## config.mk

```make
export PLATFORM = sky130hd
export DESIGN_NAME = mux_sel_rr_arbiter_flat
export DESIGN_NICKNAME = d
export VERILOG_FILES = /design/src/rtl/mux_sel_rr_arbiter_pkg.sv /design/src/rtl/mux_sel_rr_arbiter_if.sv /design/src/rtl/mux_sel_rr_arbiter_rr_pick.sv /design/src/rtl/mux_sel_rr_arbiter.sv /design/src/flat_wrapper.sv
export SDC_FILE = /design/constraint.sdc
export NUM_CORES = 1
export LEC_CHECK = 0
export CAP_MARGIN = 20
export CORE_ASPECT_RATIO = 1.25
export CORE_MARGIN = 3
export CORE_UTILIZATION = 50
export DETAILED_ROUTE_END_ITERATION = 6
export PLACE_DENSITY = 0.73
export SLEW_MARGIN = 20
export SYNTH_ARGS = -nofsm -noshare
export SYNTH_HDL_FRONTEND = slang
export SYNTH_SLANG_ARGS = --single-unit
```

## constraint.sdc

```tcl
create_clock -name clk -period 5.1 [get_ports clk]
set_input_delay 1.02 -clock clk [delete_from_list [all_inputs] [get_ports clk]]
set_output_delay 1.02 -clock clk [all_outputs]
set_load 0.05 [all_outputs]
```

## src/rtl/mux_sel_rr_arbiter_pkg.sv

```systemverilog
// Shared declarations for the round-robin mux-select arbiter.
//   state_t    : arbiter state (IDLE, GRANT)
//   sel_width  : width of the lane select for N lanes
//   TO_CNT_W   : width of the grant wait counter (timeout build, MUX_SEL_TIMEOUT_EN)
package mux_sel_pkg;

  typedef enum logic {
    IDLE  = 1'b0,
    GRANT = 1'b1
  } state_t;

  localparam int TO_CNT_W = 8;

  function automatic int sel_width(input int n);
    return $clog2(n);
  endfunction

endpackage

```

## src/rtl/mux_sel_rr_arbiter_if.sv

```systemverilog
// Handshake/select bundle between the arbiter, its requesters and the
// consumer of the mux output.
//   req       : per-lane request (N bits)
//   sel_ready : consumer accepts the current selection
//   S         : lane select, drives the mux S input
//   sel_valid : S is a live grant
//   grant     : one-hot copy of S, zero when idle
//   timeout   : forced-release pulse (only when MUX_SEL_TIMEOUT_EN is defined)
// Modports: master = arbiter side, slave = requester/consumer side.
interface mux_sel_rr_arbiter_if
  import mux_sel_pkg::*;
#(
  parameter int N = 8
) ();
  localparam int W = sel_width(N);

  logic [N-1:0] req;
  logic         sel_ready;
  logic [W-1:0] S;
  logic         sel_valid;
  logic [N-1:0] grant;
`ifdef MUX_SEL_TIMEOUT_EN
  logic         timeout;
`endif

  modport master (
    input  req,
    input  sel_ready,
    output S,
    output sel_valid,
`ifdef MUX_SEL_TIMEOUT_EN
    output timeout,
`endif
    output grant
  );

  modport slave (
    output req,
    output sel_ready,
    input  S,
    input  sel_valid,
`ifdef MUX_SEL_TIMEOUT_EN
    input  timeout,
`endif
    input  grant
  );
endinterface

```

## src/rtl/mux_sel_rr_arbiter_rr_pick.sv

```systemverilog
// Combinational rotate-priority finder: returns the first set bit of req
// searching upward from index start (inclusive), wrapping modulo N.
//   req   : request vector (N bits)
//   start : first index to examine, must be < N
//   idx   : winning index (0 when nothing found)
//   found : at least one request is set
module rr_pick
  import mux_sel_pkg::*;
#(
  parameter int N = 8,
  localparam int W = sel_width(N)
) (
  input  logic [N-1:0] req,
  input  logic [W-1:0] start,
  output logic [W-1:0] idx,
  output logic         found
);

  logic [W:0]   sum  [N];
  logic [W-1:0] cand [N];
  logic [N-1:0] hit;

  // cand[gi] is the lane examined at search offset gi. start + gi never
  // exceeds 2N-2, so a single conditional subtract performs the modulo.
  for (genvar gi = 0; gi < N; gi++) begin : g_rot
    assign sum[gi]  = {1'b0, start} + (W+1)'(gi);
    assign cand[gi] = (sum[gi] >= (W+1)'(N)) ? W'(sum[gi] - (W+1)'(N))
                                              : sum[gi][W-1:0];
    assign hit[gi]  = req[cand[gi]];
  end

  // Scan from the far end so the smallest offset wins.
  always_comb begin
    found = 1'b0;
    idx   = '0;
    for (int k = N - 1; k >= 0; k--) begin
      if (hit[k]) begin
        found = 1'b1;
        idx   = cand[k];
      end
    end
  end

endmodule

```

## src/rtl/mux_sel_rr_arbiter.sv

```systemverilog
// Round-robin arbiter driving the select of an N:1 lane mux with a
// valid/ready handshake. The select is held until the consumer accepts;
// a transfer immediately re-arbitrates so back-to-back grants have no bubble.
// Optional feature macro: MUX_SEL_TIMEOUT_EN -- a grant stalled for TIMEOUT
// cycles is released, the stalled lane is skipped, and timeout pulses once.
//   clk : rising-edge clock
//   rst : synchronous active-high reset
//   bus : mux_sel_rr_arbiter_if.master (req, sel_ready, S, sel_valid, grant,
//         timeout)
module mux_sel_rr_arbiter
  import mux_sel_pkg::*;
#(
  parameter int N = 8
`ifdef MUX_SEL_TIMEOUT_EN
  , parameter int TIMEOUT = 15
`endif
) (
  input  logic                  clk,
  input  logic                  rst,
  mux_sel_rr_arbiter_if.master  bus
);

  localparam int W = sel_width(N);

  state_t       state_reg;
  logic [W-1:0] s_reg;
  logic [W-1:0] last_reg;
  logic         valid_reg;
  logic [N-1:0] grant_reg;
`ifdef MUX_SEL_TIMEOUT_EN
  logic [TO_CNT_W-1:0] cnt_reg;
  logic                timeout_reg;
`endif

  logic [W-1:0] base;
  logic [W-1:0] start;
  logic [W-1:0] pick_idx;
  logic         pick_found;
  logic [N-1:0] pick_onehot;

  // On a completing transfer the search must start after the lane just
  // served, which has not yet been written into last_reg.
  always_comb begin
    base  = (state_reg == GRANT && bus.sel_ready) ? s_reg : last_reg;
    start = (base == W'(N - 1)) ? '0 : base + 1'b1;
  end

  rr_pick #(.N(N)) u_pick (
    .req   (bus.req),
    .start (start),
    .idx   (pick_idx),
    .found (pick_found)
  );

  always_comb begin
    pick_onehot           = '0;
    pick_onehot[pick_idx] = 1'b1;
  end

  always_ff @(posedge clk) begin
    if (rst) begin
      state_reg   <= IDLE;
      s_reg       <= '0;
      last_reg    <= W'(N - 1);
      valid_reg   <= 1'b0;
      grant_reg   <= '0;
`ifdef MUX_SEL_TIMEOUT_EN
      cnt_reg     <= '0;
      timeout_reg <= 1'b0;
`endif
    end else begin
`ifdef MUX_SEL_TIMEOUT_EN
      timeout_reg <= 1'b0;
`endif
      case (state_reg)
        IDLE: begin
          if (pick_found) begin
            s_reg     <= pick_idx;
            grant_reg <= pick_onehot;
            valid_reg <= 1'b1;
            state_reg <= GRANT;
`ifdef MUX_SEL_TIMEOUT_EN
            cnt_reg   <= '0;
`endif
          end
        end
        GRANT: begin
          if (bus.sel_ready) begin
            last_reg <= s_reg;
`ifdef MUX_SEL_TIMEOUT_EN
            cnt_reg  <= '0;
`endif
            if (pick_found) begin
              s_reg     <= pick_idx;
              grant_reg <= pick_onehot;
            end else begin
              // S keeps its last value; only valid and grant drop.
              valid_reg <= 1'b0;
              grant_reg <= '0;
              state_reg <= IDLE;
            end
          end
`ifdef MUX_SEL_TIMEOUT_EN
          else if (cnt_reg == TO_CNT_W'(TIMEOUT - 1)) begin
            // This stall cycle brings the count to TIMEOUT: release.
            last_reg    <= s_reg;
            valid_reg   <= 1'b0;
            grant_reg   <= '0;
            timeout_reg <= 1'b1;
            cnt_reg     <= '0;
            state_reg   <= IDLE;
          end else begin
            cnt_reg <= cnt_reg + 1'b1;
          end
`endif
        end
        default: state_reg <= IDLE;
      endcase
    end
  end

  assign bus.S         = s_reg;
  assign bus.sel_valid = valid_reg;
  assign bus.grant     = grant_reg;
`ifdef MUX_SEL_TIMEOUT_EN
  assign bus.timeout   = timeout_reg;
`endif

endmodule

```

## src/flat_wrapper.sv

```systemverilog
// flat-port wrapper written by rule: the top's interface ports become plain ports
module mux_sel_rr_arbiter_flat import mux_sel_pkg::*;
#(
  parameter int N = 8

)
  (clk, rst, bus_req, bus_sel_ready, bus_S, bus_sel_valid, bus_grant);
  mux_sel_rr_arbiter_if #(.N(N)) bus_i ();
  input  logic clk;
  input  logic rst;
  input wire logic [$bits(bus_i.req)-1:0] bus_req;
  input wire logic [$bits(bus_i.sel_ready)-1:0] bus_sel_ready;
  output wire logic [$bits(bus_i.S)-1:0] bus_S;
  output wire logic [$bits(bus_i.sel_valid)-1:0] bus_sel_valid;
  output wire logic [$bits(bus_i.grant)-1:0] bus_grant;
  assign bus_i.req = bus_req;
  assign bus_i.sel_ready = bus_sel_ready;
  assign bus_S = bus_i.S;
  assign bus_sel_valid = bus_i.sel_valid;
  assign bus_grant = bus_i.grant;
  mux_sel_rr_arbiter #(.N(N)) u_core (.clk(clk), .rst(rst), .bus(bus_i));
endmodule
```

==> out/results.txt <==
run status -> finished clean
register area share after synthesis -> 0.187
global route total overflow -> 0
vias in the first global route -> 1906
mean post-synth cell area -> 8.21 sq um
Reg-to-Reg Start -> u_core.state_reg
FP Rows -> 23
CTS root buffer -> clkbuf_8
type of the most critical hold path -> register to register
DP HPWL -> 4100 microns
asr flop ratio synth -> 0
Synth Area in XOR/XNOR -> 0.0146
number of flip-flops under the largest register name -> 8
clk slew on worst S/H paths -> 0.06 ns
antenna violations before repair -> 0
complex-gate fraction of the synthesized area -> 0.335
clk sinks -> 16
# IOs -> 23
setup_tns -> 0 ns
nets -> 249
1st-pass router iterations -> 4
required time of the worst setup path -> 5.29 ns
Area after DPL -> 1990 sq um
main combinational cell family by area after synthesis -> compound AO/OA/AOI/OAI gates
hold path depth -> 1
pwr dens -> 401 nW/um^2
Max Freq -> 0.211 GHz
top cells by area, synth -> dfxtp_1, nor2_1, a32o_1
reg2reg setup slack -> 1.22 ns
Post-synth top flop -> dfxtp_1
Synth Register Bits -> 16
Post-Synth Simple-Gate Area -> 0.249
slowest CP cell -> clkdlybuf4s50_1
sequential power share -> 0.200
power share of the clock group -> 0.134
RSZ-0062 raised after global routing -> false
worst skew pair latency -> 0.25 ns
layout cells sized above 1 -> 0.162
die area -> 4170 sq um
Worst Min Path Start -> u_core.bus.grant[4]
port buffer count -> 22
global-route wire length before repair -> 8530 microns
Die Height -> 71.5 microns
Int Power -> 422 uW
worst hold endpoint -> u_core.bus.grant[4]
ant diodes -> 0
most common cell in the netlist -> nor2_1
total power -> 819 uW
H-tree Lvls -> 1
Tightest Pin Transition -> 0.704 ns
Post-CTS Setup Repair Bufs -> 0
critical-path cell list -> clkdlybuf4s50_1 > and3_1 > a21oi_1 > inv_2 > buf_4 > ha_1 > xnor2_1 > xnor2_2 > mux2i_1 > mux2i_1 > and4b_4 > nand3b_1 > a21oi_1 > a32o_1
CTS Buf Count -> 3
Synth Net Count -> 222
maximum VDD drop -> 369 uV
mux cell area share after synthesis -> 0.166
MaxCap Viol Count -> 0
worst slack, placed -> 0.143 ns
CP endpoint kind -> register
drc violations -> 0
GP Congestion -> 1.00
Leak -> 0.000753 uW
critical path's largest stage delay -> 0.60 ns
R2R depth -> 13
CP Buf/Inv Count -> 3
Die Wd -> 58.4 microns
delay-heaviest family, CP -> compound AO/OA/AOI/OAI gates
Area growth, synth to finish -> 19.1%
drt initial violations -> 125
Slew HR -> 0.519
Max Slew Vio Count -> 0
combinational share of power -> 0.666
vias -> 1887
core area -> 3250 sq um
total track usage -> 0.256
CTS resizes -> 0
clock tree buffer depth -> 2
TritonCTS clock tree -> yes
Crit Path Class -> input port to register
share of the synthesized area in the top cell type -> 0.187
Commonest cells post-synth -> nor2_1, dfxtp_1, a21oi_1, nand3_1, nand2_1
wire per inst -> 19.3 microns
setup violators final -> 0
Net Switching -> 397 uW
Final Skew -> 0.00557 ns
Arrival @ worst endpoint -> 4.94 ns
post-synthesis instance area -> 1720 sq um
Starting Density -> 0.528
Synth Instances -> 209
design area -> 2040 sq um
Netlist cell types -> 58
worst r2r dst -> u_core.bus.grant[2]
fin crit share -> 0.931
number of synthesized flops with an enable pin -> 0
CP startpoint kind -> input port
Tmin final -> 4.75 ns
Routed Wire Length -> 5260 microns
hold_buf cts -> 0
Worst Path Max Fanout -> 12
crit path setup slack, layout -> 0.350 ns
pin count of the biggest net entering global routing -> 16
Vias/cell -> 6.94
Ys Warns -> 0
Final Hold Vio Count -> 0
switch share -> 0.484
cell taking the most area after synthesis -> dfxtp_1
Final ANT Viol Nets -> 0
Adder-Cell Fraction of Synth Area -> 0.0146
==> how the worst max path moves through the flow <==
stage	start	to	slack [ns]	cells after the start
floorplan	bus_sel_ready	u_core.bus.grant[0]	1.11	14
global placement	bus_sel_ready	u_core.bus.grant[6]	0.31	14
detailed placement	bus_sel_ready	u_core.bus.grant[4]	0.14	14
CTS	bus_sel_ready	u_core.bus.grant[4]	0.38	14
global route	bus_sel_ready	u_core.bus.grant[1]	0.10	14
finish	bus_sel_ready	u_core.bus.grant[2]	0.35	14
==> metal layers <==
layer / GRT usage / vias to the layer above / wire length [microns]
met3: 0.0306 / 29 / 351
met4: 0.129 / 0 / 221
li1: - / 881 / -
met5: 0 / - / 0
met2: 0.452 / 100 / 2650
met1: 0.295 / 877 / 2040
==> cell usage in the layout (no fill, tap or decap), types with 2 or more instances in the layout <==
cell             Yosys  routed
nor2_1              25      25
clkdlybuf4s50_1      0      22
dfxtp_1             16      16
a21oi_1             12      12
nand3_1             12      12
nand2_1             10      10
a211oi_1             9       9
and2_1               9       9
mux2i_1              9       9
a32o_1               9       9
o21ai_0              8       8
mux2_2               6       6
buf_4                1       5
and3_1               4       4
o21ai_1              4       4
inv_1                4       4
mux4_2               4       4
o21a_1               4       4
o22ai_1              4       4
clkbuf_8             0       4
nand3_2              3       3
a21boi_1             3       3
a2111oi_0            3       3
nand2b_1             3       3
a21bo_2              2       2
nand2_4              2       2
and2_0               2       2
a22oi_1              2       2
nor3_1               2       2
o211ai_1             2       2
mux2_1               2       2
o221ai_1             2       2
a221oi_1             2       2
a221o_1              2       2
ha_1                 2       2
==> logic make-up after synthesis <==
logic type | Yosys count
fa+ha+maj | 2
buf+inv | 12
flops | 16
mux | 22
simple gates | 78
compound gates | 77
xor+xnor | 2
==> power groups by stage <==
stage / logic, uW / clock network, uW / registers, uW
CTS: 540 / 111 / 164
floorplan: 326 / 0 / 230
global placement: 526 / 0 / 165
finish: 546 / 110 / 164
global route: 585 / 116 / 167
detailed placement: 537 / 0 / 166
==> metrics by stage <==
step           hold WS (ns)  instances  utilization
4_1_cts               0.467        272        0.628
6_report              0.465        272        0.628
3_5_place_dp          0.456        268        0.611
5_1_grt               0.491        272        0.628
3_3_place_gp          0.452        268        0.611
2_1_floorplan         0.622        209            -
==> final cells by class <==
cell class	instances	area, sq um
Tap cell	37	46.3
Multi-Input combinational cell	181	1340
Inverter	7	28.8
Fill cell	298	1210
Sequential cell	16	320
Timing Repair Buffer	27	258
Clock buffer	4	55.1
==> worst register-to-register path, cell delays in order, from the launching register on <==
cell and delay [ns]:
dfxtp_1 0.63, nand2_1 0.11, a21oi_1 0.23, inv_2 0.07, buf_4 0.18, ha_1 0.28, xnor2_1 0.20, xnor2_2 0.44
mux2i_1 0.19, mux2i_1 0.34, and4b_4 0.34, nand3b_1 0.09, a21oi_1 0.53, a32o_1 0.20
No activity file was read; power rests on OpenSTA's default activity.
